**src/rtl/maze_move_ctrl_if.sv**
```systemverilog
// Maze-ROM read handshake between the move controller (master) and the maze memory (slave).
// The controller issues a single-cycle read strobe and then waits for valid/wall data.
interface maze_move_ctrl_if;
    logic       o_MemRd;
    logic [7:0] o_MemAddr;
    logic       i_MemValid;
    logic       i_MemWall;

    modport master (
        output o_MemRd,
        output o_MemAddr,
        input  i_MemValid,
        input  i_MemWall
    );

    modport slave (
        input  o_MemRd,
        input  o_MemAddr,
        output i_MemValid,
        output i_MemWall
    );
endinterface

```
**src/rtl/maze_move_ctrl.sv**
```systemverilog
// Player movement controller for a grid maze: debounced-by-release key presses are applied
// once per frame after a wall lookup in the maze ROM; reaching the goal latches a win.
module maze_move_ctrl #(
    parameter int GRID_W      = 16,
    parameter int GRID_H      = 16,
    parameter int START_X     = 0,
    parameter int START_Y     = 0,
    parameter int GOAL_X      = 15,
    parameter int GOAL_Y      = 15,
    parameter int MEM_TIMEOUT = 15
) (
    input  logic                    Clk,
    input  logic                    Rst,
    input  logic [3:0]              i_Keyboard,
    input  logic                    i_fDrawDone,
    maze_move_ctrl_if.master        mem,
    output logic [3:0]              o_PosX,
    output logic [3:0]              o_PosY,
    output logic [9:0]              o_MoveCnt,
    output logic                    o_Win,
    output logic [3:0]              o_LED
);

    typedef enum logic [2:0] {
        ST_IDLE       = 3'd0,
        ST_WAIT_FRAME = 3'd1,
        ST_CHECK      = 3'd2,
        ST_READ       = 3'd3,
        ST_WAIT_MEM   = 3'd4,
        ST_UPDATE     = 3'd5,
        ST_WIN        = 3'd6
    } state_t;

    localparam logic [3:0] X_MAX     = 4'(GRID_W - 1);
    localparam logic [3:0] Y_MAX     = 4'(GRID_H - 1);
    localparam logic [3:0] X_START   = 4'(START_X);
    localparam logic [3:0] Y_START   = 4'(START_Y);
    localparam logic [7:0] GOAL_ADDR = {4'(GOAL_Y), 4'(GOAL_X)};
    localparam logic [7:0] TO_LAST   = 8'(MEM_TIMEOUT - 1);
    localparam logic [9:0] CNT_MAX   = 10'd999;

    state_t     state_r;
    state_t     state_s;
    logic       armed_r;
    logic [3:0] led_r;
    logic [3:0] pos_x_r;
    logic [3:0] pos_y_r;
    logic [9:0] move_cnt_r;
    logic       win_r;
    logic       mem_rd_r;
    logic [7:0] mem_addr_r;
    logic [7:0] to_cnt_r;

    logic       key_idle_s;
    logic       key_valid_s;
    logic       accept_s;
    logic [3:0] tgt_x_s;
    logic [3:0] tgt_y_s;
    logic       tgt_ok_s;

    // A press is valid when exactly one active-low button is down.
    function automatic logic is_single_press(input logic [3:0] keys);
        logic [3:0] down;
        down = ~keys;
        return (down != 4'b0000) && ((down & (down - 4'b0001)) == 4'b0000);
    endfunction

    assign key_idle_s  = (i_Keyboard == 4'b1111);
    assign key_valid_s = is_single_press(i_Keyboard);
    assign accept_s    = (state_r == ST_IDLE) && armed_r && key_valid_s;

    // Target cell from the latched direction; out-of-grid moves are flagged, not wrapped.
    always_comb begin
        tgt_x_s  = pos_x_r;
        tgt_y_s  = pos_y_r;
        tgt_ok_s = 1'b0;
        case (led_r)
            4'b1000: begin
                if (pos_y_r != 4'd0) begin
                    tgt_y_s  = pos_y_r - 4'd1;
                    tgt_ok_s = 1'b1;
                end else begin
                    tgt_ok_s = 1'b0;
                end
            end
            4'b0100: begin
                if (pos_y_r < Y_MAX) begin
                    tgt_y_s  = pos_y_r + 4'd1;
                    tgt_ok_s = 1'b1;
                end else begin
                    tgt_ok_s = 1'b0;
                end
            end
            4'b0010: begin
                if (pos_x_r != 4'd0) begin
                    tgt_x_s  = pos_x_r - 4'd1;
                    tgt_ok_s = 1'b1;
                end else begin
                    tgt_ok_s = 1'b0;
                end
            end
            4'b0001: begin
                if (pos_x_r < X_MAX) begin
                    tgt_x_s  = pos_x_r + 4'd1;
                    tgt_ok_s = 1'b1;
                end else begin
                    tgt_ok_s = 1'b0;
                end
            end
            default: begin
                tgt_ok_s = 1'b0;
            end
        endcase
    end

    // State register.
    always_ff @(posedge Clk or negedge Rst) begin
        if (!Rst) begin
            state_r <= ST_IDLE;
        end else begin
            state_r <= state_s;
        end
    end

    // Next-state logic.
    always_comb begin
        state_s = state_r;
        case (state_r)
            ST_IDLE: begin
                if (accept_s) begin
                    state_s = ST_WAIT_FRAME;
                end else begin
                    state_s = ST_IDLE;
                end
            end
            ST_WAIT_FRAME: begin
                if (i_fDrawDone) begin
                    state_s = ST_CHECK;
                end else begin
                    state_s = ST_WAIT_FRAME;
                end
            end
            ST_CHECK: begin
                if (tgt_ok_s) begin
                    state_s = ST_READ;
                end else begin
                    state_s = ST_IDLE;
                end
            end
            ST_READ: begin
                state_s = ST_WAIT_MEM;
            end
            ST_WAIT_MEM: begin
                if (mem.i_MemValid) begin
                    if (mem.i_MemWall) begin
                        state_s = ST_IDLE;
                    end else begin
                        state_s = ST_UPDATE;
                    end
                end else if (to_cnt_r == TO_LAST) begin
                    state_s = ST_IDLE;
                end else begin
                    state_s = ST_WAIT_MEM;
                end
            end
            ST_UPDATE: begin
                if (mem_addr_r == GOAL_ADDR) begin
                    state_s = ST_WIN;
                end else begin
                    state_s = ST_IDLE;
                end
            end
            ST_WIN: begin
                state_s = ST_WIN;
            end
            default: begin
                state_s = ST_IDLE;
            end
        endcase
    end

    // Datapath and registered outputs; the read strobe is aligned with the READ state.
    always_ff @(posedge Clk or negedge Rst) begin
        if (!Rst) begin
            armed_r    <= 1'b0;
            led_r      <= 4'b0000;
            pos_x_r    <= X_START;
            pos_y_r    <= Y_START;
            move_cnt_r <= 10'd0;
            win_r      <= 1'b0;
            mem_rd_r   <= 1'b0;
            mem_addr_r <= 8'h00;
            to_cnt_r   <= 8'd0;
        end else begin
            if (accept_s) begin
                armed_r <= 1'b0;
                led_r   <= ~i_Keyboard;
            end else if (key_idle_s) begin
                armed_r <= 1'b1;
            end

            mem_rd_r <= (state_s == ST_READ);
            win_r    <= (state_s == ST_WIN);

            // The address doubles as the target store and stays put until the next CHECK.
            if ((state_r == ST_CHECK) && tgt_ok_s) begin
                mem_addr_r <= {tgt_y_s, tgt_x_s};
            end

            if (state_r == ST_WAIT_MEM) begin
                to_cnt_r <= to_cnt_r + 8'd1;
            end else begin
                to_cnt_r <= 8'd0;
            end

            if (state_r == ST_UPDATE) begin
                pos_x_r <= mem_addr_r[3:0];
                pos_y_r <= mem_addr_r[7:4];
                if (move_cnt_r != CNT_MAX) begin
                    move_cnt_r <= move_cnt_r + 10'd1;
                end
            end
        end
    end

    assign mem.o_MemRd   = mem_rd_r;
    assign mem.o_MemAddr = mem_addr_r;
    assign o_PosX        = pos_x_r;
    assign o_PosY        = pos_y_r;
    assign o_MoveCnt     = move_cnt_r;
    assign o_Win         = win_r;
    assign o_LED         = led_r;

endmodule
```
**src/flat_wrapper.sv**
```systemverilog
// flat-port wrapper written by rule: the top's interface ports become plain ports
module maze_move_ctrl_flat 
#(
    parameter int GRID_W      = 16,
    parameter int GRID_H      = 16,
    parameter int START_X     = 0,
    parameter int START_Y     = 0,
    parameter int GOAL_X      = 15,
    parameter int GOAL_Y      = 15,
    parameter int MEM_TIMEOUT = 15
)
  (Clk, Rst, i_Keyboard, i_fDrawDone, o_PosX, o_PosY, o_MoveCnt, o_Win, o_LED, mem_o_MemRd, mem_o_MemAddr, mem_i_MemValid, mem_i_MemWall);
  maze_move_ctrl_if mem_i ();
  input  logic Clk;
  input  logic Rst;
  input  logic [3:0] i_Keyboard;
  input  logic i_fDrawDone;
  output logic [3:0] o_PosX;
  output logic [3:0] o_PosY;
  output logic [9:0] o_MoveCnt;
  output logic o_Win;
  output logic [3:0] o_LED;
  output wire logic [$bits(mem_i.o_MemRd)-1:0] mem_o_MemRd;
  output wire logic [$bits(mem_i.o_MemAddr)-1:0] mem_o_MemAddr;
  input wire logic [$bits(mem_i.i_MemValid)-1:0] mem_i_MemValid;
  input wire logic [$bits(mem_i.i_MemWall)-1:0] mem_i_MemWall;
  assign mem_o_MemRd = mem_i.o_MemRd;
  assign mem_o_MemAddr = mem_i.o_MemAddr;
  assign mem_i.i_MemValid = mem_i_MemValid;
  assign mem_i.i_MemWall = mem_i_MemWall;
  maze_move_ctrl #(.GRID_W(GRID_W), .GRID_H(GRID_H), .START_X(START_X), .START_Y(START_Y), .GOAL_X(GOAL_X), .GOAL_Y(GOAL_Y), .MEM_TIMEOUT(MEM_TIMEOUT)) u_core (.Clk(Clk), .Rst(Rst), .i_Keyboard(i_Keyboard), .i_fDrawDone(i_fDrawDone), .mem(mem_i), .o_PosX(o_PosX), .o_PosY(o_PosY), .o_MoveCnt(o_MoveCnt), .o_Win(o_Win), .o_LED(o_LED));
endmodule
```
**config.mk**
```make
export PLATFORM = sky130hd
export DESIGN_NAME = maze_move_ctrl_flat
export DESIGN_NICKNAME = d
export VERILOG_FILES = /design/src/rtl/maze_move_ctrl_if.sv /design/src/rtl/maze_move_ctrl.sv /design/src/flat_wrapper.sv
export SDC_FILE = /design/constraint.sdc
export NUM_CORES = 1
export LEC_CHECK = 0
export ABC_CLOCK_PERIOD_IN_PS = 2100
export CAP_MARGIN = 20
export CORE_MARGIN = 8
export CORE_UTILIZATION = 45
export DETAILED_ROUTE_END_ITERATION = 16
export DONT_BUFFER_PORTS = 1
export PLACE_DENSITY_LB_ADDON = 0.1
export REMOVE_ABC_BUFFERS = 1
export SLEW_MARGIN = 20
export SYNTH_ARGS = -nofsm -noshare
export SYNTH_HDL_FRONTEND = slang
export SYNTH_SLANG_ARGS = --single-unit
```
**constraint.sdc**
```tcl
create_clock -name Clk -period 2.1 [get_ports Clk]
set_input_delay 0.42 -clock Clk [delete_from_list [all_inputs] [get_ports Clk]]
set_output_delay 0.42 -clock Clk [all_outputs]
set_load 0.005 [all_outputs]
```
-- Yosys cells after proc, flatten, opt, wreduce, memory -nomap -nowiden
Cells that the tools add are included.
- bitwise logic cells: 2
- muxes and demuxes: 22
- shift-type cells: 0
- magnitude comparators: 2
- div/mod/pow operators: 0
- equality and inequality tests: 16
- reductions and logical operators: 11
- multipliers: 0
- add/subtract/negate cells: 7
- operators with widths (cell ; count):
    3-bit one-hot mux with 7 select lines ; 1
    4-bit 2-to-1 mux ; 4
    4-bit one-hot mux with 2 select lines ; 2
    3-bit == test (second input constant) ; 4
    3-bit 2-to-1 mux ; 4
    4-bit nonzero test ; 3
    4-bit by 1-bit subtractor with 4-bit output (second input constant) ; 3
    10-bit by 1-bit adder with 10-bit output (second input constant) ; 1
    10-bit != test (second input constant) ; 1
    3-bit by 2-bit == test with 1-bit output (second input constant) ; 3
    4-bit by 1-bit adder with 4-bit output (second input constant) ; 2
    8-bit by 1-bit adder with 8-bit output (second input constant) ; 1
    4-bit == test (second input constant) ; 2
    8-bit by 4-bit == test with 1-bit output (second input constant) ; 1
    8-bit == test (second input constant) ; 1
    4-bit < comparator (second input constant) ; 2
    8-bit 2-to-1 mux ; 1
    1-bit 2-to-1 mux ; 7
    4-bit bitwise AND ; 1
    4-bit by 1-bit == test with 1-bit output (second input constant) ; 1
    4-bit by 2-bit == test with 1-bit output (second input constant) ; 1
    4-bit by 3-bit == test with 1-bit output (second input constant) ; 1
    1-bit logical AND ; 4
    4-bit logical NOT ; 1
    other kinds (7) ; 8
- bits in writable memories: 0
- bits in latches: 0
- register bits: 44
- memories kept: 0
- word-level logic and storage cells: 70
- bits in read-only memories: 0

-- Logic depth before layout (Yosys ltp)
- word-level depth: 9
- depth in mapped cells: 8
- mapped depth without buffers: 7

-- Worst setup path after synthesis
Ideal clock, no wire load.
- kind: reg-to-reg
- start point: register u_core.pos_x_r[0], in the netlist u_core.o_PosX[0]
- end point: register u_core.state_r[1]
- data required time: 1.969 ns
- setup time: 0.131 ns
- slack: 0.049 ns
- period minus slack after synthesis: 2.051 ns
- arrival time: 1.920 ns
- buffers on the path: 1
- stages on the path, launching flop included: 9
- cells stage by stage: dfrtp_1 inv_1 ha_1 or3b_1 buf_2 a22o_1 nand2_2 a21oi_4 or3_1
- cells in the longest elaborated chain, start to end: 5
- RTL lines (what ; RTL line ; text):
    start, declared ; maze_move_ctrl.sv:46 ; logic [3:0] pos_x_r;
    start signal, assigned ; maze_move_ctrl.sv:217 ; pos_x_r <= mem_addr_r[3:0];
    4-bit < comparator / 4-bit nonzero test (equally long branches) ; maze_move_ctrl.sv:103, maze_move_ctrl.sv:95 ;
    1-bit 2-to-1 mux (on tied branches) ; maze_move_ctrl.sv:103, maze_move_ctrl.sv:95 ;
    1-bit one-hot mux with 4 select lines (*) ; maze_move_ctrl.sv:77 ; case (led_r)
    2-bit 2-to-1 mux (*) ; maze_move_ctrl.sv:144 ; if (tgt_ok_s) begin
    3-bit one-hot mux with 7 select lines (*) ; maze_move_ctrl.sv:128 ; case (state_r)
    via u_core.state_s[1] ; maze_move_ctrl.sv:43 ; state_t state_s;
    end signal, assigned ; maze_move_ctrl.sv:121 ; state_r <= state_s;
    end, declared ; maze_move_ctrl.sv:42 ; state_t state_r;
The timed path passes the listed nets; every way through them passes the cells marked *.
A chain may end at the register's enable or synchronous reset.

-- Worst setup path after layout
- start point: register u_core.pos_y_r[1], in the netlist u_core.o_PosY[1]
- end point: register u_core.state_r[1]
- cells in the longest elaborated chain, start to end: 5
- RTL lines (what ; RTL line ; text):
    start, declared ; maze_move_ctrl.sv:47 ; logic [3:0] pos_y_r;
    start signal, assigned ; maze_move_ctrl.sv:218 ; pos_y_r <= mem_addr_r[7:4];
    4-bit < comparator / 4-bit nonzero test (equally long branches) ; maze_move_ctrl.sv:87, maze_move_ctrl.sv:79 ;
    1-bit 2-to-1 mux (on tied branches) ; maze_move_ctrl.sv:87, maze_move_ctrl.sv:79 ;
    1-bit one-hot mux with 4 select lines (*) ; maze_move_ctrl.sv:77 ;
    2-bit 2-to-1 mux (*) ; maze_move_ctrl.sv:144 ;
    3-bit one-hot mux with 7 select lines (*) ; maze_move_ctrl.sv:128 ;
    via u_core.state_s[1] ; maze_move_ctrl.sv:43 ;
Marked as above.

==> metrics.md <==
| Metric | Value |
|---|---|
| Total wire length | `5.900 mm` |
| Area fraction of the dominant cell type after synthesis | `0.4251` |
| Antenna violations before repair | `0` |
| Leak pwr | `roughly 0.0013 uW` |
| Clk Latency, worst-skew pair | `approximately 0.30 ns` |
| Largest net degree at the start of global routing | `45` |
| Startpoint types | `flip-flop` |
| CTS tree | `yes` |
| Seq cells post-synth | `44` |
| Via count | `approximately 2000` |
| CP Class | `flip-flop to flip-flop` |
| VDD IR max | `slightly below 0.0006 V` |
| Site Rows | `27` |
| Hold crit path type | `primary input to flip-flop` |
| Area Growth Syn to Fin | `16.62%` |
| GPL Wtd Cong | `just over 0.8` |
| I/O Pins | `between 40 and 50` |
| Final Cycle Share | `0.9569` |
| PortBufs | `0` |
| CTS buffer count | `5` |
| Layout cell share with drive strength beyond 1 | `0.2192` |
| Sinks on Clock Net | `44` |
| Grt total ovfl | `0` |
| Async SR Flop Fraction | `1.000` |
| Clk_skew | `approximately 0.0090 ns` |
| Final-report setup violation count | `0` |
| Fmax | `~500 MHz` |
| DRT iter0 DRCs | `a little under 100` |
| Worst slew margin | `0.7131` |
| Post-synth design cell area | `0.002590 sq mm` |
| Worst-path fanout max | `5` |
| GRT Util Overall | `0.1432` |
| Number of synthesized flops with an enable pin | `0` |
| Initial core utilization | `0.4675` |
| Clock root cell | `clkbuf_8` |
| First-pass GRT wire length | `between 9 and 10 mm` |
| Cells after Synth | `roughly 270` |
| Area leader, netlist | `dfrtp_1` |
| Die H | `just over 90 microns` |
| Buf/Inv on CP | `2` |
| Non-Filler Instances | `around 360` |
| ANT cells | `0` |
| DIE WIDTH | `roughly 90 microns` |
| CP Capture Type | `flip-flop` |
| Hpwl dp | `4.340 mm` |
| Max stage delay on crit path | `0.40 ns` |
| Slew Viols, Final | `0` |
| YS warnings | `0` |
| # H-tree levels | `2` |
| Clock-pin slew on the worst setup and hold paths | `about 0.090 ns` |
| P per Cell Area | `872.3 mW/mm^2` |
| Most frequent cells in the layout | `dfrtp_1, nand2_1, buf_4` |
| Number of vias per cell | `between 5 and 6` |
| Vias in the first global route | `a little under 2000` |
| DR DRC count | `0` |
| Post-synthesis sequential area ratio | `0.4251` |
| Final hold violations | `0` |
| Antenna Nets Post-Route | `0` |
| Core Area | `approximately 0.0055 sq mm` |
| Crit path max-delay family | `simple AND/OR/NAND/NOR gates` |
| Critical path's slowest cell | `or3b_4` |
| Placed insts | `roughly 350` |
| CP arrival | `about 2.2 ns` |
| Outcome | `finished clean` |
| Predominant post-synthesis flop cell | `dfrtp_1` |
| Mean area per synthesized cell | `between 9 and 10 sq um` |
| Hold slack | `slightly above 0.2 ns` |
| Layout Nets | `about 310` |
| Clk buf depth | `2` |
| Max Cap Viol | `0` |
| Required @ worst endpoint | `about 2.3 ns` |
| Synth unique cells | `56` |
| Synth area leaders | `dfrtp_1, nand2_1, mux2_2` |
| Die ar. | `~0.0084 sq mm` |
| Commonest non-fill, non-tap cell in the layout | `dfrtp_1` |
| Slew @ Worst Pin | `between 0.4 and 0.5 ns` |
| CP Cell Sequence | `inv_1, ha_2, or3b_4, a22oi_2, buf_4, a21oi_4, or3_1` |
| WL per Instance | `16.21 microns` |
| Drt pass-1 iters | `4` |
| Min Tclk post-route | `about 2 ns` |
flip-flops by register name, summed over array words and instances, names as in the netlist:
name	count
u_core.o_MoveCnt	10
u_core.o_PosX	4
u_core.state_r	3
u_core.o_Win	1
u_core.to_cnt_r	8
u_core.armed_r	1
u_core.mem.o_MemAddr	8
u_core.o_LED	4
u_core.o_PosY	4
u_core.mem.o_MemRd	1
report_power, final:
part	switching (uW)	total [uW]	internal, uW
registers	213	1160	945
logic	378	764	386
clock network	293	713	420
total	884	2630	1750
synthesized netlist by cell type (all sizes together) (7+ instances only):
| cell type | n |
|---|---|
| nand3 | 12 |
| xnor2 | 10 |
| o21ai | 14 |
| xor2 | 8 |
| nand2 | 31 |
| mux2 | 9 |
| dfrtp | 44 |
| nor2 | 20 |
| a21oi | 9 |
| inv | 13 |
| clkbuf | 7 |
| nor4b | 7 |
| ha | 8 |
repair_timing:
item,in CTS,in global routing
endpoints found under the hold margin,44,0
setup endpoints to repair,0,8
gates resized for setup,0,10
setup buffers,0,2
hold buffers,2,0
worst paths after layout:
path                               startpoint            endpoint  slack (ns)  cells past startpoint
max in group asynchronous                 Rst     u_core.o_LED[1]        1.26                      2
min in group asynchronous                 Rst    u_core.o_PosX[3]        0.61                      2
min reg2reg                u_core.to_cnt_r[0]  u_core.to_cnt_r[0]        0.49                      1
max reg2reg                  u_core.o_PosY[1]   u_core.state_r[1]        0.09                      7
max                          u_core.o_PosY[1]   u_core.state_r[1]        0.09                      7
min                             i_Keyboard[1]     u_core.o_LED[1]        0.21                      1
layout make-up:
cell class                      instances  area, sq um
Fill cell                             509         2520
Multi-Input combinational cell        197         1403
Sequential cell                        44         1105
Timing Repair Buffer                   30        247.7
Clock buffer                            7        96.34
Tap cell                               72        90.09
Inverter                               13        48.80
Clock inverter                          1        30.03
kinds of logic (layout without fill, tap and decap cells):
kind of cell / Yosys count / count (layout) / synth area share
DFF: 44 / 44 / 0.4251
xor gates and xnor gates: 18 / 18 / 0.06087
muxes: 15 / 15 / 0.06232
buffers and inverters: 26 / 51 / 0.04444
adders and majority gates: 9 / 9 / 0.04251
AOI/OAI and AO/OA: 46 / 47 / 0.1275
and+or+nand+nor: 108 / 108 / 0.2372
through the flow:
stage	TNS (ns)	cell area, sq um	setup WS [ns]	total power (uW)	utilization
floorplan	0	2524	0.08662	1580	-
global placement	0	2809	0.1055	1875	0.5070
detailed placement	0	2809	0.07478	1878	0.5070
CTS	0	2973	0.04259	2621	0.5366
global route	-0.009474	3020	-0.009474	2798	0.5452
finish	0	3020	0.09045	2635	0.5452
worst register-to-register path: stages, from the launching register on:
cell	delay, ns
dfrtp_1	0.38
inv_1	0.09
ha_2	0.20
or3b_4	0.40
a22oi_2	0.18
buf_4	0.18
a21oi_4	0.09
or3_1	0.38
per-layer routing:
metal  GRT usage  share of wire  routed length, microns  up-vias
li1            -              -                       -      996
met2      0.2217           0.47                    2775       47
met3     0.04808          0.070                     413        4
met4     0.03490         0.0071                      42        0
met5           0              0                       0        -
met1      0.1876           0.45                    2669      957
No activity file was read; power rests on OpenSTA's default activity.
